==> config.mk <==
export PLATFORM = sky130hd
export DESIGN_NAME = cp_result_packer_flat
export DESIGN_NICKNAME = d
export VERILOG_FILES = /design/src/rtl/cp_result_packer_if.sv /design/src/rtl/cp_result_packer.sv /design/src/flat_wrapper.sv
export SDC_FILE = /design/constraint.sdc
export NUM_CORES = 1
export LEC_CHECK = 0
export CAP_MARGIN = 20
export CORE_MARGIN = 1
export CORE_UTILIZATION = 55
export DETAILED_ROUTE_END_ITERATION = 6
export PLACE_DENSITY_LB_ADDON = 0.15
export SLEW_MARGIN = 20
export SYNTH_ARGS = -nofsm -noshare
export SYNTH_HDL_FRONTEND = slang
export SYNTH_SLANG_ARGS = --single-unit
==> constraint.sdc <==
create_clock -name clk -period 7.05 [get_ports clk]
set_clock_uncertainty 0.2 [all_clocks]
set_input_delay 1.41 -clock clk [delete_from_list [all_inputs] [get_ports clk]]
set_output_delay 1.41 -clock clk [all_outputs]
set_load 0.02 [all_outputs]
==> src/rtl/cp_result_packer_if.sv <==
// Bus between the co-processor result stream, the packer and the byte consumer.
//
// Handshake:
// - Bit side: a bit is taken on every rising edge where bit_valid is high.
//   There is no backpressure: the packer always accepts bits, and drops
//   whole bytes (setting overflow) if its FIFO is full.
//   flush asks for any partial byte to be pushed, zero-padded.
// - Byte side: rd_valid/rd_ready.
//   rd_valid is high while the FIFO holds a byte, and rd_data is that byte.
//   A byte is consumed on the edge where rd_valid and rd_ready are both high.
//   rd_ready while rd_valid is low has no effect, and rd_data is 8'h00 then.
interface cp_result_packer_if;
  logic       bit_in;
  logic       bit_valid;
  logic       flush;
  logic       rd_ready;
  logic [7:0] rd_data;
  logic       rd_valid;

  // Producer/consumer side.
  modport master (
    output bit_in, bit_valid, flush, rd_ready,
    input  rd_data, rd_valid
  );

  // Packer side.
  modport slave (
    input  bit_in, bit_valid, flush, rd_ready,
    output rd_data, rd_valid
  );
endinterface

==> src/rtl/cp_result_packer.sv <==
// Serial-to-byte packer for co-processor result bits.
// Bits are assembled LSB-first into a byte and pushed into a small circular
// FIFO for a byte-wide consumer. A flush pushes a partial byte zero-padded.
// A byte pushed into a full FIFO with no pop on the same edge is dropped,
// and the sticky overflow flag is set.
module cp_result_packer #(
  parameter int DEPTH = 4
) (
  input  logic                     clk,
  input  logic                     rst_n,
  cp_result_packer_if.slave        bus,
  output logic [2:0]               bit_count_o,
  output logic [$clog2(DEPTH):0]   level_o,
  output logic                     overflow_o
);

  localparam int AW = $clog2(DEPTH);
  localparam int LW = AW + 1;
  localparam logic [LW-1:0] LVL_ONE  = LW'(1);
  localparam logic [LW-1:0] LVL_FULL = LW'(DEPTH);
  localparam logic [AW-1:0] PTR_ONE  = AW'(1);

  // Assembly register and its fill count.
  logic [7:0]    asm_q, asm_d;
  logic [2:0]    cnt_q, cnt_d;
  // FIFO storage and bookkeeping.
  logic [7:0]    mem_q [DEPTH];
  logic [AW-1:0] wr_ptr_q, wr_ptr_d;
  logic [AW-1:0] rd_ptr_q, rd_ptr_d;
  logic [LW-1:0] level_q, level_d;
  logic          ovf_q, ovf_d;

  // Per-edge events.
  logic [7:0]    asm_with_bit;
  logic          byte_done;
  logic          push;
  logic          pop;
  logic          full;
  logic          push_ok;

  // Fold the incoming bit into the byte being assembled and decide whether
  // this edge pushes. Completing a byte and flushing together pushes exactly
  // once. A flush with nothing held pushes nothing.
  always_comb begin
    asm_with_bit = asm_q;
    if (bus.bit_valid) begin
      asm_with_bit[cnt_q] = bus.bit_in;
    end
    byte_done = bus.bit_valid && (cnt_q == 3'd7);
    push      = byte_done || (bus.flush && (bus.bit_valid || (cnt_q != 3'd0)));
  end

  // Next state of the assembly register. After any push it clears, even if
  // the byte was dropped, so the upper bits of a partial byte are always zero.
  always_comb begin
    asm_d = asm_with_bit;
    cnt_d = cnt_q;
    if (push) begin
      asm_d = 8'h00;
      cnt_d = 3'd0;
    end else if (bus.bit_valid) begin
      cnt_d = cnt_q + 3'd1;
    end
  end

  // FIFO control. A pop frees a slot on the same edge, so a push into a full
  // FIFO still succeeds when the consumer takes the head at the same time.
  always_comb begin
    full     = (level_q == LVL_FULL);
    pop      = (level_q != '0) && bus.rd_ready;
    push_ok  = push && (!full || pop);
    wr_ptr_d = wr_ptr_q;
    rd_ptr_d = rd_ptr_q;
    level_d  = level_q;
    ovf_d    = ovf_q;
    if (push_ok) begin
      wr_ptr_d = wr_ptr_q + PTR_ONE;
    end
    if (pop) begin
      rd_ptr_d = rd_ptr_q + PTR_ONE;
    end
    if (push_ok && !pop) begin
      level_d = level_q + LVL_ONE;
    end else if (!push_ok && pop) begin
      level_d = level_q - LVL_ONE;
    end
    if (push && !push_ok) begin
      ovf_d = 1'b1;
    end
  end

  // Assembly and FIFO control registers. Reset discards all held data.
  always_ff @(posedge clk or negedge rst_n) begin
    if (!rst_n) begin
      asm_q    <= 8'h00;
      cnt_q    <= 3'd0;
      wr_ptr_q <= '0;
      rd_ptr_q <= '0;
      level_q  <= '0;
      ovf_q    <= 1'b0;
    end else begin
      asm_q    <= asm_d;
      cnt_q    <= cnt_d;
      wr_ptr_q <= wr_ptr_d;
      rd_ptr_q <= rd_ptr_d;
      level_q  <= level_d;
      ovf_q    <= ovf_d;
    end
  end

  // FIFO storage. Only the slot at the write pointer changes, and only on an
  // accepted push.
  always_ff @(posedge clk or negedge rst_n) begin
    if (!rst_n) begin
      for (int i = 0; i < DEPTH; i++) begin
        mem_q[i] <= 8'h00;
      end
    end else if (push_ok) begin
      mem_q[wr_ptr_q] <= asm_with_bit;
    end
  end

  // The head byte is masked to zero while the FIFO is empty.
  assign bus.rd_valid = (level_q != '0);
  assign bus.rd_data  = (level_q != '0) ? mem_q[rd_ptr_q] : 8'h00;
  assign bit_count_o  = cnt_q;
  assign level_o      = level_q;
  assign overflow_o   = ovf_q;

endmodule

==> src/flat_wrapper.sv <==
// flat-port wrapper written by rule: the top's interface ports become plain ports
module cp_result_packer_flat 
#(
  parameter int DEPTH = 4
)
  (clk, rst_n, bit_count_o, level_o, overflow_o, bus_bit_in, bus_bit_valid, bus_flush, bus_rd_ready, bus_rd_data, bus_rd_valid);
  cp_result_packer_if bus_i ();
  input  logic clk;
  input  logic rst_n;
  output logic [2:0] bit_count_o;
  output logic [$clog2(DEPTH):0] level_o;
  output logic overflow_o;
  input wire logic [$bits(bus_i.bit_in)-1:0] bus_bit_in;
  input wire logic [$bits(bus_i.bit_valid)-1:0] bus_bit_valid;
  input wire logic [$bits(bus_i.flush)-1:0] bus_flush;
  input wire logic [$bits(bus_i.rd_ready)-1:0] bus_rd_ready;
  output wire logic [$bits(bus_i.rd_data)-1:0] bus_rd_data;
  output wire logic [$bits(bus_i.rd_valid)-1:0] bus_rd_valid;
  assign bus_i.bit_in = bus_bit_in;
  assign bus_i.bit_valid = bus_bit_valid;
  assign bus_i.flush = bus_flush;
  assign bus_i.rd_ready = bus_rd_ready;
  assign bus_rd_data = bus_i.rd_data;
  assign bus_rd_valid = bus_i.rd_valid;
  cp_result_packer #(.DEPTH(DEPTH)) u_core (.clk(clk), .rst_n(rst_n), .bus(bus_i), .bit_count_o(bit_count_o), .level_o(level_o), .overflow_o(overflow_o));
endmodule
; After elaboration in Yosys (flattened, before gate mapping)
; Index checks and enable logic that the tools add are counted.
[totals]
reg_bits = 51
input_bits = 6
output_inout_bits = 16
elab_cells = 59
[classes]
add_sub_neg = 5
magnitude_cmp = 5
eq_ne = 2
muxes = 16
bitwise = 2
n_reduce_logical = 19
[ops]
columns = cell, count
row1 = 2-to-1 mux 8 bit, 6
row2 = bitwise mux 32 bit, 1
row3 = binary-select mux 8 bit (select 2 bit), 1
row4 = demux 8 bit (select 2 bit), 1
row5 = 2-to-1 mux 3 bit, 4
row6 = logical AND 1 bit, 9
row7 = bitwise mux 8 bit, 1
row8 = "adder 3 x 1 -> 3 bit, second input constant", 2
row9 = "equality test 3 bit, second input constant", 2
row10 = ">= comparator 3 bit, second input constant", 2
row11 = inverter 2 -> 3 bit, 2
row12 = nonzero test 3 bit, 2
row13 = "adder 2 x 1 -> 2 bit, second input constant", 2
row14 = "less-than comparator 3 x 4 -> 1 bit, second input constant", 1
row15 = nonzero test 2 bit, 2
row16 = demux 1 bit (select 3 bit), 1
row17 = ">= comparator 3 x 1 -> 1 bit, second input constant", 1
row18 = logical NOT 1 bit, 3
row19 = logical OR 1 bit, 3
row20 = "less-than comparator 3 x 1 -> 1 bit, second input constant", 1
row21 = "subtractor 3 x 1 -> 3 bit, second input constant", 1
row22 = 2-to-1 mux 1 bit, 1

; Logic depth before layout (Yosys ltp)
; Gate-level depths: netlist of the first run.
[logic_depth]
word_depth = 9
ltp_mapped = 12
mapped_depth_nobuf = 10

; Worst setup path before layout of the first run
; No wires, ideal clock.
[synth_path]
path_kind = input port to flip-flop
from = input bus_rd_ready
to = register u_core.level_q[1], in the netlist u_core.level_o[1]
setup_ns = 0.125
t_arrival_ns = 3.111
t_required_ns = 6.725
setup_slack_ns = 3.614
cell_stages = 7
n_path_buf = 1
cell_sequence = or4b_4 > buf_6 > and3_4 > ha_1 > inv_1 > fa_1 > mux2_2
[synth_via]
word_cells_on_any_way = 9
cone_classes = mux (1) / reduce/logical (8)
[synth_lines]
columns = item, line_no
row1 = start: declaration, flat_wrapper.sv:16  ; input wire logic [$bits(bus_i.rd_ready)-1:0] bus_rd_ready;
row2 = logical AND 1 bit, cp_result_packer.sv:70  ; pop = (level_q != '0) && bus.rd_ready;
row3 = logical OR 1 bit, cp_result_packer.sv:71  ; push_ok = push && (!full || pop);
row4 = logical AND 1 bit, cp_result_packer.sv:71
row5 = via u_core.push_ok, cp_result_packer.sv:39  ; logic push_ok;
row6 = logical AND 1 bit, cp_result_packer.sv:82  ; if (push_ok && !pop) begin
row7 = 2-to-1 mux 3 bit, cp_result_packer.sv:82
row8 = via u_core.level_d[1], cp_result_packer.sv:30  ; logic [LW-1:0] level_q, level_d;
row9 = end signal: assignment, cp_result_packer.sv:106  ; level_q <= level_d;
row10 = end: declaration, cp_result_packer.sv:30
; The timed path passes the listed nets, and every way through them passes these cells.
; A chain may end at the register's enable or synchronous reset.

; Worst setup path in the final report of the first run
[layout_path]
from = input bus_bit_valid
to = register u_core.level_q[1], in the netlist u_core.level_o[1]
[layout_via]
word_cells_on_any_way = 10
cone_classes = mux (1) / reduce/logical (9)
[layout_lines]
columns = item, line_no
row1 = start: declaration, flat_wrapper.sv:14  ; input wire logic [$bits(bus_i.bit_valid)-1:0] bus_bit_valid;
row2 = logical OR 1 bit, cp_result_packer.sv:50  ; push = byte_done || (bus.flush && (bus.bit_valid || (cnt_q != 3'd0)));
row3 = logical AND 1 bit, cp_result_packer.sv:50
row4 = logical OR 1 bit *, cp_result_packer.sv:50
row5 = logical AND 1 bit *, cp_result_packer.sv:71
row6 = via u_core.push_ok, cp_result_packer.sv:39
row7 = logical AND 1 bit *, cp_result_packer.sv:82
row8 = 2-to-1 mux 3 bit *, cp_result_packer.sv:82
row9 = via u_core.level_d[1], cp_result_packer.sv:30
; Mark *: on every way through the listed nets, which the timed path passes. The rest lies on a longest branch.

==> flow_summary.json, run 1 <==
{
  "cts_buffers": 5,
  "syn_inst": 179,
  "cts-root-buf": "clkbuf_8",
  "avgSynthCellArea_um2": 14.3,
  "clk_pin_slew_ns": 0.09,
  "hold_class": "register to register",
  "outcome": "completed",
  "p_leak_nw": 1.34,
  "cp_max_fo": 17,
  "dpl_cell_area_um2": 2790,
  "relSlewSlack_pct": 55.0,
  "routed_via_density": 5.91,
  "clock_path_buffers": 2,
  "fin_area_um2": 2910,
  "critPathLaunchType": "input pin",
  "synth_mux_area_share_pct": 25.6,
  "netlist_area_um2": 2570,
  "end_kind": "register",
  "grt_pass1_wl_mm": 8.02,
  "globalplace.congestion": 0.727,
  "irDropWorstVdd_mv": 0.234,
  "routed_wl_mm": 4.75,
  "maxSlewViolCount": 0,
  "io_pins": 22,
  "cp_cell_sequence": "clkdlybuf4s50_1 -> or3b_1 -> and3_4 -> ha_1 -> inv_1 -> fa_1 -> mux2_2",
  "synth_ff_type": "dfrtp_1",
  "initial_core_util_pct": 58.1,
  "final-setup-viol-count": 0,
  "synth-edff-count": 0,
  "dp_hpwl_mm": 3.23,
  "antenna_found_initial": 0,
  "synth-simple-area-share_pct": 13.4,
  "synth_compound_area_share_pct": 1.61,
  "max_stage_delay_ns": 0.68,
  "async_reset_ff_share_pct": 100,
  "layout-drive-gt1-share_pct": 33.7,
  "fin_crit_sh_pct": 56.9,
  "worstHoldEndpoint": "u_core.overflow_o",
  "synth_nets": 194,
  "ys_seq_area_share_pct": 49.7,
  "grt_overflow": 0,
  "synth_top_family_by_area": "multiplexers",
  "rsz0062_at_grt": "no",
  "yosysUniqueCellTypes": 34,
  "first_iter_violations": 133,
  "grt_max_degree": 52,
  "rrSetupSlack_ns": 4.10,
  "crit_required_ns": 7.05,
  "cpMaxStageDelayCell": "clkdlybuf4s50_1",
  "nets": 213,
  "power_density_nw_per_um2": 368,
  "finalHoldViolCount": 0,
  "dr.pass1.iters": 4,
  "min_path_cells": 2,
  "wl_per_cell_um": 18.9,
  "ant_nets": 0,
  "layout_min_cycle_time_ns": 4.01,
  "postCtsSetupBuffers": 0,
  "r2r_end": "u_core.level_o[1]",
  "synth_xor_area_share_pct": 2.39,
  "cts_hold_buf": 0,
  "clk-insertion-delay-late_ns": 0.30,
  "worstMarginPinSlew_ns": 0.672,
  "grt_pass1_vias": 1623,
  "portBuffers": 21,
  "crit_type": "input pin to register",
  "timing.fmax_ghz": 0.249,
  "htreeDepth": 2,
  "vias": 1483,
  "design.die.area_um2": 4940,
  "coreArea_um2": 4410,
  "ys_seq_elements": 51,
  "ctsResizeCount": 0,
  "cts_tree": "yes",
  "synth_warnings": 0,
  "r2r_cells": 8,
  "diodes": 0,
  "die_h_um": 70.3,
  "regArea_um2": 1280,
  "synth_fa_ha_area_share_pct": 4.68,
  "grt.total_usage_pct": 21.6,
  "arrival_ns": 4.01,
  "num_rows": 24,
  "cts.sinks": 51,
  "final.setup.tns_ns": 0,
  "die_x_um": 70.3,
  "r2r-start": "u_core.bit_count_o[1]",
  "multi_input_area_um2": 1220,
  "cpLargestDelayFamily": "simple AND/OR/NAND/NOR gates",
  "area_delta_synth_final_pct": 13.5,
  "cp_num_buf_inv": 2,
  "fillers": 319,
  "cap_violations": 0,
  "hold_start": "u_core.overflow_o",
  "drc": 0
}
## synth_stat cells (all sizes together) (4+ instances only)
cell type  instances  area share, %
nand4              5            3.6
dfrtp             51             50
buf                4            1.0
nor2b              8            2.0
xnor2              5            1.7
and2               8            2.0
mux2              42             19
inv                6           0.88
clkbuf             5           0.73
mux4               8            7.0
ha                 8            3.9
## how the worst max path moves through the flow
stage                             from                 to  slack (ns)  cells after the start
finish                   bus_bit_valid  u_core.level_o[1]        3.04                      7
global route        u_core.rd_ptr_q[0]     bus_rd_data[0]        2.94                      3
CTS                 u_core.rd_ptr_q[0]     bus_rd_data[0]        3.04                      3
detailed placement       bus_bit_valid  u_core.level_o[1]        2.73                      7
global placement         bus_bit_valid  u_core.level_o[1]        2.81                      7
floorplan                 bus_rd_ready  u_core.level_o[1]        3.61                      7
## sequential cells by signal, summed over array words and instances (netlist names)
register and cells:
u_core.asm_q 8, u_core.bit_count_o 3, u_core.level_o 3, u_core.mem_q 32, u_core.overflow_o 1, u_core.rd_ptr_q 2, u_core.wr_ptr_q 2
## logic make-up (layout without fill, tap and decap cells)
kind of cell / after synthesis / count (layout)
AOI/OAI and AO/OA: 6 / 6
xor gates and xnor gates: 7 / 7
adders and majority gates: 9 / 9
buffers and inverters: 15 / 35
DFF: 51 / 51
muxes: 50 / 50
and+or+nand+nor: 41 / 41
## metal layers
layer,wire length [um],vias up,GRT usage (%)
met3,190,8,4.76
li1,-,679,-
met2,2320,41,36.3
met4,87,0,6.89
met5,0,-,0
met1,2150,755,27.9
## metrics by stage
| stage | power [mW] | std cells | hold slack [ns] | util, % | worst slack (ns) |
|---|---|---|---|---|---|
| after floorplan | 0.734 | 179 | 0.274 | - | 3.61 |
| after global placement | 0.845 | 243 | 0.254 | 63.2 | 2.81 |
| after detailed placement | 0.871 | 243 | 0.273 | 63.2 | 2.73 |
| after CTS | 1.08 | 251 | 0.296 | 65.9 | 3.04 |
| after global routing | 1.13 | 251 | 0.324 | 66.0 | 2.94 |
| final | 1.07 | 251 | 0.286 | 66.0 | 3.04 |
## where the power goes
group / switching [mW] / total [mW] / internal, mW
clock network: 0.0939 / 0.209 / 0.115
logic: 0.190 / 0.413 / 0.223
registers: 0.0854 / 0.448 / 0.363
total: 0.369 / 1.07 / 0.701
## worst min-delay path, stage by stage (launching register included)
cell and delay, ns:
dfrtp_1 0.36, inv_1 0.04, o31ai_1 0.05
## cell type report
cell class / count / area share (%)
clock inverters: 2 / 1.20
inverters: 6 / 0.774
repair buffers: 21 / 7.13
multi-input cells: 113 / 42.0
clock buffers: 6 / 2.84
well taps: 52 / 2.23
flip-flops and latches: 51 / 43.8
## cell usage in the layout, fill, tap and decap left out, types with 2 or more instances in the layout
cell and count:
dfrtp_1 51, mux2_2 41, clkdlybuf4s50_1 20, nor2b_1 8
mux4_2 8, and2_1 8, ha_1 8, inv_1 6
clkbuf_8 6, xnor2_1 5, nand4_4 4, nor2_1 3
nand4b_1 3, nor4bb_1 3, a21oi_1 2, xor2_1 2
nand2_1 2
Power figures use the tool's default switching activity.
==> run 2, diff against run 1 <==
==> constraint.sdc (replaced) <==
create_clock -name clk -period 3.9 [get_ports clk]
set_clock_uncertainty 0.2 [all_clocks]
set_input_delay 0.78 -clock clk [delete_from_list [all_inputs] [get_ports clk]]
set_output_delay 0.78 -clock clk [all_outputs]
set_load 0.02 [all_outputs]
==> run 2 against run 1 <==
Compared with the run above:
- sequential power increased by 82%
- design area rose by 0.26%
- routed wire length rose by 3.2%
- flip-flop and latch count unchanged
- global-route usage up 0.16 points
- first-iteration DRC count down 67%
- largest cell class unchanged
- critical path type is now register to primary output
- setup slack got worse by 2.5 ns
==> flow_summary.json, run 2 (synthesized netlist as in run 1, its figures left out) <==
{
  "die_h_um": 70.3,
  "nets": 214,
  "finalHoldViolCount": 0,
  "regArea_um2": 1280,
  "clk_pin_slew_ns": 0.09,
  "finalPower_mw": 1.94,
  "r2r_cells": 10,
  "p_leak_nw": 1.34,
  "min_path_cells": 2,
  "antenna_found_initial": 0,
  "largest_reg_flops": 32,
  "diodes": 0,
  "r2r-start": "u_core.bit_count_o[1]",
  "cts_buffers": 5,
  "outcome": "completed",
  "cts.sinks": 51,
  "cp_num_buf_inv": 1,
  "layout_min_cycle_time_ns": 3.39,
  "postCtsSetupBuffers": 0,
  "rsz0062_at_grt": "no",
  "crit_start": "u_core.rd_ptr_q[0]",
  "final.setup.tns_ns": 0,
  "ctsResizeCount": 0,
  "critPathLaunchType": "register",
  "crit_type": "register to primary output",
  "cts_hold_buf": 0,
  "cpLargestDelayFamily": "flip-flops",
  "initial_core_util_pct": 58.1,
  "final_cell_mix": "dfrtp_1 (51), mux2_2 (41), clkdlybuf4s50_1 (20)",
  "die_x_um": 70.3,
  "hold_start": "u_core.overflow_o",
  "globalplace.congestion": 0.851,
  "multi_input_area_um2": 1220,
  "area_delta_synth_final_pct": 13.7,
  "first_iter_violations": 44,
  "crit_required_ns": 2.92,
  "cpMaxStageDelayCell": "dfrtp_1",
  "layout-drive-gt1-share_pct": 34.0,
  "worstHoldEndpoint": "u_core.overflow_o",
  "fin_crit_sh_pct": 86.9,
  "cp_max_fo": 10,
  "clk-insertion-delay-late_ns": 0.30,
  "cp_cell_sequence": "mux4_2 -> and2_1 -> clkdlybuf4s50_1",
  "coreArea_um2": 4410,
  "irDropWorstVdd_mv": 0.298,
  "vias": 1501,
  "dp_hpwl_mm": 3.28,
  "relSlewSlack_pct": 53.9,
  "rrSetupSlack_ns": 0.94,
  "arrival_ns": 2.41,
  "stdcell_count": 252,
  "r2r_end": "u_core.level_o[2]",
  "top_regs": "u_core.mem_q (32), u_core.asm_q (8)",
  "grt_pass1_vias": 1669,
  "drc": 0,
  "clock_path_buffers": 2,
  "portBuffers": 21,
  "design.die.area_um2": 4940,
  "final_common_cell": "dfrtp_1",
  "max_stage_delay_ns": 0.80,
  "htreeDepth": 2,
  "wl_per_cell_um": 19.4,
  "cap_violations": 0,
  "hold_class": "register to register",
  "cts-root-buf": "clkbuf_8",
  "cts_tree": "yes",
  "routed_via_density": 5.96,
  "largest_register": "u_core.mem_q",
  "dr.pass1.iters": 4,
  "final-setup-viol-count": 0,
  "maxSlewViolCount": 0,
  "placed_cells": 244,
  "fillers": 313,
  "io_pins": 22,
  "timing.fmax_ghz": 0.295,
  "grt_overflow": 0,
  "worstMarginPinSlew_ns": 0.691,
  "grt_pass1_wl_mm": 8.21,
  "power_density_nw_per_um2": 666,
  "ant_nets": 0,
  "num_rows": 24,
  "grt_max_degree": 52,
  "routed_wl_mm": 4.90,
  "end_kind": "primary output",
  "grt.total_usage_pct": 21.8
}
[run 2: cell types whose count changed in the layout (fill, tap and decap cells not counted)]
cell,delta
buf_4,+1
[run 2: metrics by stage]
step	hold WS, ns	setup WS [ns]	area, um^2	utilization, %
after floorplan	0.274	1.05	2570	-
after global placement	0.253	0.598	2800	63.4
after detailed placement	0.254	0.545	2800	63.4
after CTS	0.275	0.489	2920	66.1
after global routing	0.306	0.429	2920	66.1
final	0.270	0.513	2920	66.1
[run 2: area by class of cell]
class	count	area share (%)
inverter	6	0.772
clock buffer	6	2.83
sequential	51	43.7
clock inverter	2	1.20
multi-input combinational	113	41.9
timing repair buffer	22	7.37
tap	52	2.23
[run 2: layer usage]
metal  vias up  global-route usage, %  wire, um
met5         -                      0         0
met4         0                   6.44        30
met3         4                   4.91       232
met2        30                   37.8      2550
met1       786                   27.1      2080
li1        681                      -         -
[run 2: worst register-to-register path, cell delays in order, from the launching register on]
cell and delay (ns):
dfrtp_1 0.58, inv_1 0.14, ha_1 0.21, or3b_1 0.42, and3_4 0.29, ha_1 0.20
inv_1 0.07, fa_1 0.37, xor2_1 0.15, nor2_1 0.11, xor2_1 0.15
[run 2: how the worst max path moves through the flow]
stage	end	slack [ns]	cells after the start
finish	bus_rd_data[3]	0.51	3
detailed placement	u_core.level_o[1]	0.54	7
CTS	bus_rd_data[3]	0.49	3
global placement	u_core.level_o[1]	0.60	7
global route	bus_rd_data[0]	0.43	3
floorplan	u_core.level_o[2]	1.05	12
[run 2: report_power, final]
group | internal, mW | switching [mW]
Sequential | 0.656 | 0.160
Clock | 0.208 | 0.171
Combinational | 0.406 | 0.343
Total | 1.27 | 0.674
